$ cat src/rtl/adc_scan_reader.sv
// adc_scan_reader: periodic scanner for a 12-bit serial ADC with a pipelined
// channel-config word. The result clocked out in one frame belongs to the
// channel configured in the previous frame.
// Optional feature: define ADC_SCAN_BANK_EN to add the per-channel result bank.
module adc_scan_reader #(
    parameter int NUM_CH  = 8,
    parameter int CLK_DIV = 80,
    parameter int TCONV   = 100,
    parameter int PERIOD  = 4000
) (
    input  logic              clk,
    input  logic              rst,
    input  logic              enable,
    input  logic [NUM_CH-1:0] ch_mask,
    input  logic              uni,
    output logic              convst,
    output logic              sck,
    output logic              sdi,
    input  logic              sdo,
    output logic [11:0]       data,
    output logic [2:0]        data_ch,
    output logic              data_valid,
    output logic              overrun
`ifdef ADC_SCAN_BANK_EN
    ,
    output logic [NUM_CH*12-1:0] bank
`endif
);

    localparam int CW = (PERIOD > 1) ? $clog2(PERIOD) : 1;
    localparam int TW = $clog2(TCONV + 1);
    localparam int PW = $clog2(CLK_DIV);
    localparam logic [CW-1:0] CNT_LAST     = CW'(PERIOD - 1);
    localparam logic [TW-1:0] TMR_CONV_END = TW'(1);
    localparam logic [TW-1:0] TMR_WAIT_END = TW'(TCONV - 1);
    // first sdi bit is loaded one sck phase ahead of the first sck rise
    localparam logic [TW-1:0] TMR_SDI      = TW'((TCONV - CLK_DIV >= 2) ? (TCONV - CLK_DIV - 1) : 1);
    localparam logic [PW-1:0] PH_LAST      = PW'(CLK_DIV - 1);
    localparam logic [2:0]    CH_LAST      = 3'(NUM_CH - 1);

    typedef enum logic [2:0] {
        ST_IDLE  = 3'd0,
        ST_CONV  = 3'd1,
        ST_WAIT  = 3'd2,
        ST_SHIFT = 3'd3,
        ST_DONE  = 3'd4
    } state_t;

    state_t        state_r, state_nxt_s;
    logic [CW-1:0] cnt_r;
    logic [TW-1:0] tmr_r;
    logic [PW-1:0] ph_r;
    logic [3:0]    bit_r;
    logic [11:0]   sr_r;
    logic [2:0]    cur_ch_r;
    logic [2:0]    rd_ch_r;
    logic          prime_r;
    logic          frame_vld_r;
    logic          tick_s, start_s, rise_s, fall_s, busy_s;
    logic [5:0]    cfg_s;

    // Next enabled channel strictly above cur, wrapping to the lowest set bit.
    function automatic logic [2:0] next_ch(input logic [NUM_CH-1:0] mask, input logic [2:0] cur);
        logic [2:0] res;
        logic       found;
        int         idx;
        res   = cur;
        found = 1'b0;
        for (int k = 1; k <= NUM_CH; k++) begin
            idx = (int'(cur) + k) % NUM_CH;
            if (!found && mask[idx]) begin
                res   = 3'(idx);
                found = 1'b1;
            end
        end
        return res;
    endfunction

    // Config word shifted out MSB first: {1, c[0], c[2:1], uni, 0}.
    function automatic logic [5:0] cfg_word(input logic [2:0] ch, input logic u);
        return {1'b1, ch[0], ch[2], ch[1], u, 1'b0};
    endfunction

    assign tick_s = (cnt_r == CNT_LAST);
    assign busy_s = (state_r == ST_CONV) || (state_r == ST_WAIT) || (state_r == ST_SHIFT);
    assign cfg_s  = cfg_word(cur_ch_r, uni);

    // Free-running conversion period counter.
    always_ff @(posedge clk or negedge rst) begin
        if (!rst)        cnt_r <= {CW{1'b0}};
        else if (tick_s) cnt_r <= {CW{1'b0}};
        else             cnt_r <= cnt_r + CW'(1);
    end

    // Frame state register.
    always_ff @(posedge clk or negedge rst) begin
        if (!rst) state_r <= ST_IDLE;
        else      state_r <= state_nxt_s;
    end

    // Next-state logic plus start / sck-edge strobes.
    always_comb begin
        state_nxt_s = state_r;
        start_s     = 1'b0;
        rise_s      = 1'b0;
        fall_s      = 1'b0;
        case (state_r)
            ST_IDLE: begin
                if (tick_s && enable && (|ch_mask)) begin
                    state_nxt_s = ST_CONV;
                    start_s     = 1'b1;
                end else begin
                    state_nxt_s = ST_IDLE;
                end
            end
            ST_CONV: begin
                if (tmr_r == TMR_CONV_END) state_nxt_s = ST_WAIT;
                else                       state_nxt_s = ST_CONV;
            end
            ST_WAIT: begin
                if (tmr_r == TMR_WAIT_END) begin
                    state_nxt_s = ST_SHIFT;
                    rise_s      = 1'b1;
                end else begin
                    state_nxt_s = ST_WAIT;
                end
            end
            ST_SHIFT: begin
                if (ph_r == PH_LAST) begin
                    if (sck) begin
                        fall_s = 1'b1;
                        if (bit_r == 4'd11) state_nxt_s = ST_DONE;
                        else                state_nxt_s = ST_SHIFT;
                    end else begin
                        rise_s      = 1'b1;
                        state_nxt_s = ST_SHIFT;
                    end
                end else begin
                    state_nxt_s = ST_SHIFT;
                end
            end
            ST_DONE: state_nxt_s = ST_IDLE;
            default: state_nxt_s = ST_IDLE;
        endcase
    end

    // Frame datapath: ADC pins, shift register, channel pipeline and results.
    always_ff @(posedge clk or negedge rst) begin
        if (!rst) begin
            convst      <= 1'b0;
            sck         <= 1'b0;
            sdi         <= 1'b0;
            data        <= 12'd0;
            data_ch     <= 3'd0;
            data_valid  <= 1'b0;
            overrun     <= 1'b0;
            tmr_r       <= {TW{1'b0}};
            ph_r        <= {PW{1'b0}};
            bit_r       <= 4'd0;
            sr_r        <= 12'd0;
            cur_ch_r    <= CH_LAST;
            rd_ch_r     <= 3'd0;
            prime_r     <= 1'b0;
            frame_vld_r <= 1'b0;
`ifdef ADC_SCAN_BANK_EN
            bank        <= {(NUM_CH*12){1'b0}};
`endif
        end else begin
            data_valid <= 1'b0;
            if (tick_s && busy_s) overrun <= 1'b1;
            // a skipped tick or a disabled scan breaks the config pipeline
            if (!enable || (state_r == ST_IDLE && tick_s && !start_s)) prime_r <= 1'b0;

            if (start_s) begin
                convst      <= 1'b1;
                tmr_r       <= {TW{1'b0}};
                rd_ch_r     <= cur_ch_r;
                cur_ch_r    <= next_ch(ch_mask, cur_ch_r);
                frame_vld_r <= prime_r;
            end

            if (state_r == ST_CONV || state_r == ST_WAIT) begin
                tmr_r <= tmr_r + TW'(1);
                if (state_r == ST_CONV && tmr_r == TMR_CONV_END) convst <= 1'b0;
                if (tmr_r == TMR_SDI) sdi <= cfg_s[5];
            end

            if (rise_s) begin
                sck  <= 1'b1;
                sr_r <= {sr_r[10:0], sdo};
                ph_r <= {PW{1'b0}};
                if (state_r == ST_SHIFT) bit_r <= bit_r + 4'd1;
                else                     bit_r <= 4'd0;
            end else if (fall_s) begin
                sck  <= 1'b0;
                ph_r <= {PW{1'b0}};
                if (bit_r < 4'd5) sdi <= cfg_s[3'd4 - bit_r[2:0]];
                else              sdi <= 1'b0;
            end else if (state_r == ST_SHIFT) begin
                ph_r <= ph_r + PW'(1);
            end

            if (state_r == ST_DONE) begin
                data       <= sr_r;
                data_ch    <= rd_ch_r;
                data_valid <= frame_vld_r;
                prime_r    <= enable;
`ifdef ADC_SCAN_BANK_EN
                if (frame_vld_r) bank[12*int'(rd_ch_r) +: 12] <= sr_r;
`endif
            end
        end
    end

endmodule

$ cat config.mk
export PLATFORM = sky130hd
export DESIGN_NAME = adc_scan_reader
export DESIGN_NICKNAME = d
export VERILOG_FILES = /design/src/rtl/adc_scan_reader.sv
export SDC_FILE = /design/constraint.sdc
export NUM_CORES = 1
export LEC_CHECK = 0
export CAP_MARGIN = 25
export CORE_MARGIN = 5
export CORE_UTILIZATION = 25
export DETAILED_ROUTE_END_ITERATION = 6
export PLACE_DENSITY_LB_ADDON = 0.12
export SLEW_MARGIN = 20
export SYNTH_ARGS = -nofsm -noshare
export SYNTH_HDL_FRONTEND = slang
export SYNTH_SLANG_ARGS = --single-unit
$ cat constraint.sdc
create_clock -name clk -period 3.4 [get_ports clk]
set_input_delay 0.68 -clock clk [delete_from_list [all_inputs] [get_ports clk]]
set_output_delay 0.68 -clock clk [all_outputs]
set_load 0.02 [all_outputs]
# == After elaboration in Yosys (flattened, before gate mapping) ==
# Index checks and enable logic that the tools add are counted.
# word_totals
ff_bits,73
input_bits,13
output_inout_bits,20
wordCells,183
# op_classes
addsub,13
magnitude_cmp,10
n_eq_ne,10
muxes,84
bitwise_logic,8
n_reduce_logical,41
# op_table
op,n
$mux 1,54
$lt 4x5->1 const B,8
$mux 7,5
$mux 3,11
$bmux 1 s3,9
$reduce_or 3->1,8
$add 7x1->7 const B,2
$eq 7x7->1 const B,2
$logic_and 1x1->1,13
$add 12x1->12 const B,1
$add 3x3->3 const B,4
$eq 12x12->1 const B,1
$mux 12,1
$pmux 3 s4,1
$logic_not 1->1,9
$and 1x1->1 const A,8
$reduce_bool 8->1,1
$reduce_or 8->1,1
$eq 7x1->1 const B,1
$eq 7x5->1 const B,1
$add 3x1->3 const B,2
$add 3x2->3 const B,2
$eq 3x2->1 const B,2
$reduce_bool 2->1,3
other kinds (14),16

# == Logic depth before layout (Yosys ltp) ==
# Gate-level depths: netlist (run 1).
# depth
word_depth,36
depth_mapped,12
mapped_depth_nobuf,9

# == Worst setup path after synthesis (run 1) ==
# Ideal clock, no wire load.
# synth_path
kind,flip-flop to flip-flop
start,register cur_ch_r[1]
end,register cur_ch_r[1]
setup_ns,0.060
t_arrival_ns,3.045
required_time_ns,3.340
path_slack_ns,0.294
path_stages_with_launch,13
n_path_buf,3
period_less_slack_ns,3.106
cell_sequence,dfstp_2 buf_6 buf_2 inv_1 ha_1 clkbuf_1 mux4_2 mux2i_4 nor2b_4 o2111ai_2 and3_1 o311ai_1 o21a_1
# synth_between
elab_chain_len,34
elab_cells_between_ends,70
classes_between,8 x add/sub; 46 x mux; 16 x reduce/logical
# synth_rtl
item,line_no,source
start: declaration,55,logic [2:0] cur_ch_r;
start signal: assignment,178,"cur_ch_r <= next_ch(ch_mask, cur_ch_r);"
$add 3x1->3,70,idx = (int'(cur) + k) % NUM_CH;
$bmux 1 s3,71,if (!found && mask[idx]) begin
$mux 1 (not written as such) (2 in a row),71,
$mux 1,71,
$mux 1,174,if (start_s) begin
$logic_not 1->1,71,
$logic_and 1x1->1,71,
$mux 1,71,
[... 17 more ...],n/a,
$logic_not 1->1,71,
$logic_and 1x1->1,71,
$mux 1,71,
$mux 1,174,
$logic_not 1->1,71,
$logic_and 1x1->1,71,
$reduce_bool 8->1 (no source line),n/a,
$reduce_and 2->1 (no source line),n/a,
# Several ways; a longest one is shown, not always the timed one. The select of a mux whose other input is x is not followed.
# A chain may end at the register's enable or synchronous reset.

# == Worst setup path after layout (run 1) ==
# Ends and elaborated chain as after synthesis.

==> metrics.yaml, run 1 <==
timing:
  max_freq_mhz: 346
  finClkSkew_ns: 0.00508
  drv_slew: 0
  setup_viol: 0
  final.period_utilization_pct: 84.9
  relSlewSlack_pct: 48.6
  finalSetupTns_ns: 0
  rsz0062_at_grt: "false"
  worst_slew_pin_slew_ns: 0.765
  min_period_ns: 2.89
  hold_violations: 0
clock_tree:
  clockRootBuffer: "clkbuf_16"
  h-tree-depth: 3
  cts-resized-gates: 0
  cts_buffers: 9
  clock_path_buffers: 2
  cts_tree: "done"
  post-cts-setup-buffer-count: 0
  clk_pin_slew_ns: 0.06
  worstSkewPairLatency_ns: 0.34
  clkSinkCount: 73
  postCtsHoldBufs: 0
placement:
  place.gp.congestion: 0.854
  numPortBuffers: 32
  dpl.hpwl_um: 6670
  placed_cells_incl_taps: 632
run_status:
  status: "finished, final reports clean"
yosys:
  seq_area_frac_synth_pct: 44.3
  netlist_instances: 386
  synth_area_um2: 4130
  synth_seq_cells: 73
  yosysUniqueCellTypes: 57
  ys_warn_count: 0
  syn_nets: 408
  synth_edf_count: 0
  avgSynthCellArea_um2: 10.7
  synthArstFlopShare_pct: 100
  ys.flop_type: "dfrtp_1"
power_and_ir_drop:
  powerDensity_nw_per_um2: 397
  ir_drop_mv: 0.235
  p_leak_nw: 2.13
worst_setup_path:
  cpMaxStageDelayCell: "ha_1"
  crit_family: "multiplexers"
  worstSetupPathType: "reg2reg"
  critPathBufInv: 1
  crit_path_end_kind: "register"
  crit_path_max_incr_delay_ns: 0.55
  cp_max_fo: 9
  start_kind: "register"
  worstPathRequired_ns: 3.68
  critPathArrivalTime_ns: 3.17
  path_cells: "inv_1 -> ha_1 -> mux4_2 -> mux2i_4 -> nor2b_4 -> o2111ai_2 -> and3_1 -> o311ai_1 -> o21a_1"
finish:
  area_growth_pct: 22.4
  diodes: 0
  final_cell_mix: "dfrtp_1 (70), clkdlybuf4s50_1 (31), nand3_1 (30), mux2_2 (30), o21ai_0 (25)"
  drive_gt1_share_pct: 18.6
  final_common_cell: "dfrtp_1"
  finalNetCount: 446
  finalNonFillerCells: 649
grt:
  grt_max_degree: 74
  track_usage_pct: 10.5
  grt_pass1_vias: 3163
  grt_pass1_wl_um: 16400
  antenna_found_initial: 0
  grt-ovfl-total: 0
detailed_routing:
  via_per_inst: 4.76
  drt-pass1-iter-count: 4
  drcViolationCount: 0
  dr.first_iter.drc_count: 199
  num_vias: 3090
  ant_nets: 0
  wl_um: 9710
  wl_per_cell_um: 15.0
floorplan:
  rows: 47
  fp.coreArea_um2: 16400
  fp.dieH_um: 139
  die_w_um: 139
  dieArea_um2: 19200
  initial_core_util_pct: 25.2
  io_pins: 33
min_path:
  worstHoldPathType: "in2async"
run:
  cap_violations: 0
-- cell usage after synthesis, types with 2 or more instances --
| cell type | n | share of area (%) |
|---|---|---|
| xor2_1 | 13 | 2.8 |
| o21ai_1 | 7 | 0.85 |
| buf_2 | 3 | 0.36 |
| or4_1 | 2 | 0.36 |
| or2_2 | 2 | 0.30 |
| o21ai_0 | 25 | 3.0 |
| nand2_1 | 24 | 2.2 |
| nor2_1 | 24 | 2.2 |
| dfstp_2 | 3 | 1.9 |
| nand2b_1 | 2 | 0.30 |
| nand4_1 | 6 | 0.91 |
| buf_6 | 3 | 0.82 |
| inv_2 | 2 | 0.18 |
| a32oi_1 | 2 | 0.42 |
| mux4_2 | 9 | 4.9 |
| nand3b_1 | 2 | 0.36 |
| clkbuf_1 | 7 | 0.64 |
| nor3_1 | 7 | 0.85 |
| inv_1 | 12 | 1.1 |
| mux2_1 | 3 | 0.82 |
| dfrtp_1 | 70 | 42 |
| mux2i_1 | 14 | 3.4 |
| ha_1 | 9 | 2.7 |
| or3_1 | 4 | 0.61 |
| mux2_2 | 30 | 8.2 |
| and3_1 | 5 | 0.76 |
| o211ai_1 | 4 | 0.73 |
| and4b_1 | 2 | 0.48 |
| nor4b_1 | 2 | 0.42 |
| a21oi_1 | 17 | 2.1 |
| nand3_1 | 30 | 3.6 |
| nor2b_1 | 8 | 1.2 |
| xnor2_1 | 6 | 1.3 |
| nor4_1 | 2 | 0.30 |
| a22o_1 | 2 | 0.42 |
| and2_1 | 2 | 0.30 |
-- metrics by stage --
stage               hold slack [ns]  setup slack (ns)  area [um^2]  util (%)  total power [mW]
finish                        0.252             0.514         5060      30.8              2.01
global route                  0.263             0.356         5060      30.8              2.09
CTS                           0.471             0.516         5030      30.7              2.06
detailed placement            0.457             0.350         4700      28.7             0.973
global placement              0.460             0.353         4700      28.7             0.974
floorplan                     0.384             0.294         4130         -             0.924
-- layer usage --
metal  global-route usage [%]  vias up  share of wire (%)
met2                     16.3       51                 47
met3                     3.59        9                3.9
li1                         -     1482                  -
met4                     3.07        0                1.5
met1                     13.9     1548                 48
met5                        0        -                  0
-- registers in the layout, summed over array words and instances (netlist names), 3 cells and up --
signal and flops:
ph_r 7, sr_r 12, state_r 3, bit_r 4, tmr_r 7, cnt_r 12, data_ch 3, rd_ch_r 3
data 12, cur_ch_r 3
-- power breakdown --
| group | internal (mW) | switching, mW | total [mW] |
|---|---|---|---|
| sequential | 0.869 | 0 | 0.869 |
| combinational | 0.0376 | 0.0532 | 0.0908 |
| clock | 0.665 | 0.385 | 1.05 |
-- cell families (layout without fill, tap and decap cells) --
kind of cell	count (synthesis)	in the layout	share of synthesized area, %
DFF	73	73	44.3
adders and majority gates	9	9	2.73
AOI/OAI and AO/OA	69	69	10.2
xor gates and xnor gates	19	19	4.03
and+or+nand+nor	131	131	17.5
muxes	58	58	18.2
buffers and inverters	27	70	3.09
-- final cells by class --
type | count | area (um^2)
Clock buffer | 10 | 239
Sequential cell | 73 | 1830
Tap cell | 220 | 275
Inverter | 14 | 52.6
Timing Repair Buffer | 40 | 398
Clock inverter | 6 | 90.1
Fill cell | 1662 | 11300
Multi-Input combinational cell | 286 | 2170
-- path summary, 6_finish.rpt --
check / start / to / slack [ns] / depth (start not counted)
max: cur_ch_r[1]$_DFFE_PN1P_ / cur_ch_r[1]$_DFFE_PN1P_ / 0.51 / 9
min: rst / ph_r[4]$_DFFE_PN0P_ / 0.25 / 1
max reg2reg: cur_ch_r[1]$_DFFE_PN1P_ / cur_ch_r[1]$_DFFE_PN1P_ / 0.51 / 9
min reg2reg: overrun$_DFFE_PN0P_ / overrun$_DFFE_PN0P_ / 0.47 / 1
max in group asynchronous: rst / cur_ch_r[1]$_DFFE_PN1P_ / 2.55 / 2
min in group clk: overrun$_DFFE_PN0P_ / overrun$_DFFE_PN0P_ / 0.47 / 1
Power figures use the tool's default switching activity.
==> inputs of run 2 (changes only) <==
- clock period: 3.4 -> 2.63 ns (I/O delays scaled with it)
==> metrics.yaml, run 2 (synthesis results as in run 1) <==
timing:
  final.period_utilization_pct: 97.0  # +12 points
  drv_slew: 0  # unchanged
  max_freq_mhz: 392  # +13%
  finalSetupTns_ns: 0  # unchanged
  worst_slew_pin_slew_ns: 0.585  # -0.180 ns
  finClkSkew_ns: 0.00707  # +0.00200 ns
  rsz0062_at_grt: "true"
  relSlewSlack_pct: 60.7  # +12 points
  hold_slack_ns: 0.142  # -0.111 ns
  setup_viol: 0  # unchanged
  min_period_ns: 2.55  # -0.334 ns
  hold_violations: 0  # unchanged
worst_setup_path:
  crit_path_end_kind: "register"
  ff2ff_setup_slack_ns: 0.08  # -0.44 ns
  reg2reg_depth: 10  # +1
  worstSetupPathType: "reg2reg"
  cp_max_fo: 7  # -2
  critPathArrivalTime_ns: 2.83  # -0.34 ns
  regToRegStartpoint: "cur_ch_r[0]$_DFFE_PN1P_"
  start_kind: "register"
  timing.rr.end: "cur_ch_r[1]$_DFFE_PN1P_"
  worstPathRequired_ns: 2.91  # -0.77 ns
finish:
  area_growth_pct: 32.2
  multi_input_area_um2: 2210  # +1.6%
  final_util_pct: 33.3  # +2.4 points
  diodes: 0  # unchanged
  finalNetCount: 495  # +11%
  top_regs: "cnt_r (12), data (12), sr_r (12)"
  final_common_cell: "dfrtp_1"
  register_area_um2: 1830  # unchanged
  num-fill-cells: 1682  # +1.2%
  drive_gt1_share_pct: 28.0  # +9.4 points
  final_cell_mix: "dfrtp_1 (70), buf_4 (54), clkdlybuf4s50_1 (31)"
detailed_routing:
  drcViolationCount: 0  # unchanged
  dr.first_iter.drc_count: 152  # -24%
  met1_length_um: 4880  # +4.4%
  drt-pass1-iter-count: 6  # +2
  dr_wl_met2_um: 4640  # +2.5%
  via_per_inst: 4.63  # -2.8%
  wl_per_cell_um: 14.2  # -4.8%
  ant_nets: 0  # unchanged
  wl_met3_um: 286  # -24%
  highest_layer: "met4"
  num_vias: 3231  # +4.6%
  wl_um: 9940  # +2.4%
clock_tree:
  h-tree-depth: 3  # unchanged
  cts_tree: "done"
  postCtsHoldBufs: 0  # unchanged
  worstSkewPairLatency_ns: 0.34  # about the same
  clk_pin_slew_ns: 0.06  # about the same
  clockRootBuffer: "clkbuf_16"
  clkSinkCount: 73  # unchanged
  clock_path_buffers: 2  # unchanged
  cts_buffers: 9  # unchanged
power_and_ir_drop:
  powerDensity_nw_per_um2: 442  # +11%
  ir_drop_mv: 0.276  # +17%
  p_seq_share_pct: 46.5  # +3.3 points
  p_sw_share_pct: 22.4  # +0.64 points
  finalPower_mw: 2.41  # +20%
  p_leak_nw: 2.37  # +11%
  power_frac_comb_pct: 5.8  # +1.3 points
  netSwitchingPower_mw: 0.542  # +24%
  p_int_mw: 1.87  # +19%
  clockPowerShare_pct: 47.7  # -4.5 points
floorplan:
  fp.dieH_um: 139  # unchanged
  rows: 47  # unchanged
  die_w_um: 139  # unchanged
  io_pins: 33  # unchanged
  fp.coreArea_um2: 16400  # unchanged
  initial_core_util_pct: 25.2  # unchanged
  dieArea_um2: 19200  # unchanged
grt:
  grt-ovfl-total: 0  # unchanged
  grt_pass1_wl_um: 16800  # +2.4%
  grt_max_degree: 41  # -45%
  antenna_found_initial: 0  # unchanged
  grt_pass1_vias: 3207  # +1.4%
  track_usage_pct: 10.8  # +0.26 points
placement:
  place.gp.congestion: 0.816  # -4.4%
  dpl.hpwl_um: 7370  # +11%
  numPortBuffers: 32  # unchanged
run_status:
  status: "finished, final reports clean"
min_path:
  worstHoldPathType: "in2async"
run:
  cap_violations: 0  # unchanged
==> run 2: cell type report <==
class	count	area share [%]
Multi-Input combinational cell	286	40.4
Sequential cell	73	33.5
Timing Repair Buffer	89	14.7
Tap cell	220	5.04
Clock buffer	11	4.63
Inverter	14	1.15
Clock inverter	5	0.550
==> run 2: how the worst max path moves through the flow <==
stage          cells past startpoint                      end                    start  slack, ns
2_1_floorplan                     12  cur_ch_r[1]$_DFFE_PN1P_  cur_ch_r[0]$_DFFE_PN1P_      -0.06
3_3_place_gp                       9  cur_ch_r[1]$_DFFE_PN1P_               ch_mask[6]       -0.1
3_5_place_dp                       8  cur_ch_r[1]$_DFFE_PN1P_               ch_mask[4]      -0.14
4_1_cts                           10  cur_ch_r[1]$_DFFE_PN1P_  cur_ch_r[0]$_DFFE_PN1P_      0.004
5_1_grt                           10  cur_ch_r[1]$_DFFE_PN1P_  cur_ch_r[0]$_DFFE_PN1P_      -0.08
6_report                          10  cur_ch_r[1]$_DFFE_PN1P_  cur_ch_r[0]$_DFFE_PN1P_       0.08
==> run 2: critical path: stages (launching register included) <==
cell       delay (ns)
dfstp_2          0.55
buf_12           0.13
inv_6            0.03
ha_4             0.31
mux4_2           0.37
mux2i_4          0.19
nor2b_4          0.20
o2111ai_2        0.11
and3_1           0.20
o311ai_2         0.25
o21a_1           0.16
==> run 2: power by group through the flow <==
stage          clock network [mW]  registers (mW)  logic, mW
3_3_place_gp                    0            1.14      0.139
4_1_cts                      1.20            1.12      0.139
5_1_grt                      1.25            1.12      0.155
2_1_floorplan                   0            1.14     0.0512
3_5_place_dp                    0            1.14      0.139
6_report                     1.15            1.12      0.140
==> run 2: what timing repair did <==
item,4_1_cts,5_1_grt
buffers inserted,0,14
setup endpoints to repair,0,3
gates resized for setup,0,4
==> run 2: per-stage QoR <==
step                      worst slack [ns]  cell area, um^2  std cells
final                               0.0781             5460        698
after global routing               -0.0765             5460        698
after CTS                          0.00353             5310        683
after detailed placement            -0.135             5020        667
after global placement             -0.0989             5020        667
after floorplan                    -0.0594             4180        386
==> run 2: per-layer routing <==
layer  vias up  track usage (%)
li1       1594                -
met1      1584             14.5
met2        44             17.0
met3         9             2.62
met4         0             3.59
met5         -                0
==> inputs of run 3 (changes only) <==
- REMOVE_ABC_BUFFERS: unset -> 1
==> metrics.yaml, run 3 (synthesis results as in run 1) <==
grt:
  grt_pass1_vias: 3020  # -5.8%
  grt_pass1_wl_um: 16100  # -3.6%
  top_usage_layer: "met2"
  grt.met1_usage_pct: 14.4  # -0.18 points
  grt-ovfl-total: 0  # unchanged
  antenna_found_initial: 0  # unchanged
  gr-usage-met3_pct: 2.07  # -0.55 points
  grt.met2_usage_pct: 16.0  # -0.92 points
  grt_max_degree: 41  # unchanged
  track_usage_pct: 10.4  # -0.37 points
power_and_ir_drop:
  ir_drop_mv: 0.306  # +11%
  finalPower_mw: 2.63  # +8.8%
  powerDensity_nw_per_um2: 494  # +12%
  p_leak_nw: 2.29  # -3.3%
run_status:
  status: "finished, final reports clean"
timing:
  setup_viol: 0  # unchanged
  worst_slew_pin_slew_ns: 0.623  # +0.0384 ns
  max_freq_mhz: 404  # +3.0%
  min_period_ns: 2.48  # -0.0748 ns
  relSlewSlack_pct: 58.2  # -2.6 points
  finClkSkew_ns: 0.00399  # -0.00308 ns
  final.period_utilization_pct: 94.2  # -2.8 points
  hold_violations: 0  # unchanged
  drv_slew: 0  # unchanged
detailed_routing:
  drt-pass1-iter-count: 4  # -2
  ant_nets: 0  # unchanged
  via_per_inst: 4.63  # about the same
  wl_um: 9710  # -2.3%
  wl_per_cell_um: 14.3  # +0.30%
  num_vias: 3145  # -2.7%
  drcViolationCount: 0  # unchanged
  dr.first_iter.drc_count: 182  # +20%
placement:
  place.gp.congestion: 0.835  # +2.3%
  dpl_cell_area_um2: 4950  # -1.4%
  dpl.hpwl_um: 7200  # -2.3%
  numPortBuffers: 32  # unchanged
  placed_cells_incl_taps: 664  # -0.45%
worst_setup_path:
  start_kind: "primary input"
  cp_max_fo: 8  # +1
  timing.rr.end: "cur_ch_r[1]$_DFFE_PN1P_"
  crit_path_end_kind: "register"
  ff2ff_setup_slack_ns: 0.15  # +0.07 ns
  regToRegStartpoint: "cur_ch_r[0]$_DFFE_PN1P_"
  worstPathRequired_ns: 2.90  # about the same
  reg2reg_depth: 8  # -2
  critPathArrivalTime_ns: 2.75  # -0.08 ns
  worstSetupPathType: "in2reg"
  crit_path_start: "ch_mask[5]"
clock_tree:
  cts_tree: "done"
  cts_buffers: 9  # unchanged
  worstSkewPairLatency_ns: 0.33  # about the same
  clockRootBuffer: "clkbuf_16"
  clk_pin_slew_ns: 0.06  # about the same
  clkSinkCount: 73  # unchanged
  h-tree-depth: 3  # unchanged
  clock_path_buffers: 2  # unchanged
finish:
  final_common_cell: "dfrtp_1"
  diodes: 0  # unchanged
  final_cell_mix: "dfrtp_1 (70), buf_4 (37), clkdlybuf4s50_1 (31)"
  final_cell_area_um2: 5320  # -2.5%
  drive_gt1_share_pct: 24.6  # -3.5 points
  finalNonFillerCells: 680  # -2.6%
  num-fill-cells: 1665  # -1.0%
  area_growth_pct: 28.8
  top_regs: "cnt_r (12), data (12), sr_r (12)"
  finalNetCount: 477  # -3.6%
floorplan:
  fp.coreArea_um2: 16400  # unchanged
  fp.dieH_um: 139  # unchanged
  rows: 47  # unchanged
  die_w_um: 139  # unchanged
  dieArea_um2: 19200  # unchanged
  io_pins: 33  # unchanged
  initial_core_util_pct: 25.2  # unchanged
min_path:
  worstHoldPathType: "in2async"
run:
  cap_violations: 0  # unchanged
## run 3: cell count changes in the layout (fill, tap and decap cells not counted), moves of 2 or more
cell,delta
buf_12,-2
buf_4,-17
buf_6,+2
bufinv_16,+2
clkinv_2,-2
clkinvlp_4,-2
inv_6,-2
## run 3: repair_timing
item,in CTS,in global routing
hold buffers,0,0
buffers inserted,0,0
endpoints found under the setup margin,0,3
resized for setup,0,5
## run 3: power breakdown
part	total (mW)	internal (mW)	leakage [nW]	switching, mW
Combinational	0.139	0.0640	1.15	0.0746
Clock	1.36	0.908	0.169	0.457
Sequential	1.12	1.12	0.975	0
Total	2.63	2.10	2.29	0.531
## run 3: worst max-delay path, stage by stage
cell and delay [ns]:
clkdlybuf4s50_1 0.55, mux4_2 0.50, mux2_4 0.31, nor2b_4 0.15
o2111ai_2 0.12, and3_1 0.19, o311ai_1 0.26, o21a_1 0.15
## run 3: cell type report
| type | instances | area (um^2) | area share [%] |
|---|---|---|---|
| multi-input cells | 286 | 2190 | 41.2 |
| flip-flops and latches | 73 | 1830 | 34.4 |
| repair buffers | 71 | 631 | 11.8 |
| well taps | 220 | 275 | 5.17 |
| clock buffers | 12 | 267 | 5.01 |
| clock inverters | 4 | 73.8 | 1.39 |
| inverters | 14 | 52.6 | 0.987 |
## run 3: how the worst max path moves through the flow
stage                                          to  depth (start not counted)  slack, ns
after global routing      cur_ch_r[0]$_DFFE_PN1P_                          8    -0.0004
after floorplan           cur_ch_r[1]$_DFFE_PN1P_                          9      -0.28
final                     cur_ch_r[1]$_DFFE_PN1P_                          8       0.15
after global placement    cur_ch_r[1]$_DFFE_PN1P_                          9      -0.15
after detailed placement  cur_ch_r[1]$_DFFE_PN1P_                          8      -0.20
after CTS                 cur_ch_r[1]$_DFFE_PN1P_                          9       0.04
## run 3: routing by layer
layer  vias to the layer above  share of wire [%]
met1                      1528                 50
met4                         0                1.5
met5                         -                  0
met3                         9                3.0
li1                       1561                  -
met2                        47                 46
## run 3: per-stage QoR
| step | utilization (%) | setup TNS [ns] | hold slack [ns] | setup WS, ns |
|---|---|---|---|---|
| floorplan | - | -0.535 | 0.230 | -0.277 |
| global placement | 30.2 | -0.476 | 0.468 | -0.153 |
| detailed placement | 30.2 | -1.55 | 0.466 | -0.198 |
| CTS | 32.3 | 0 | 0.203 | 0.0446 |
| global route | 32.4 | -0.000431 | 0.235 | -0.000431 |
| finish | 32.4 | 0 | 0.184 | 0.153 |
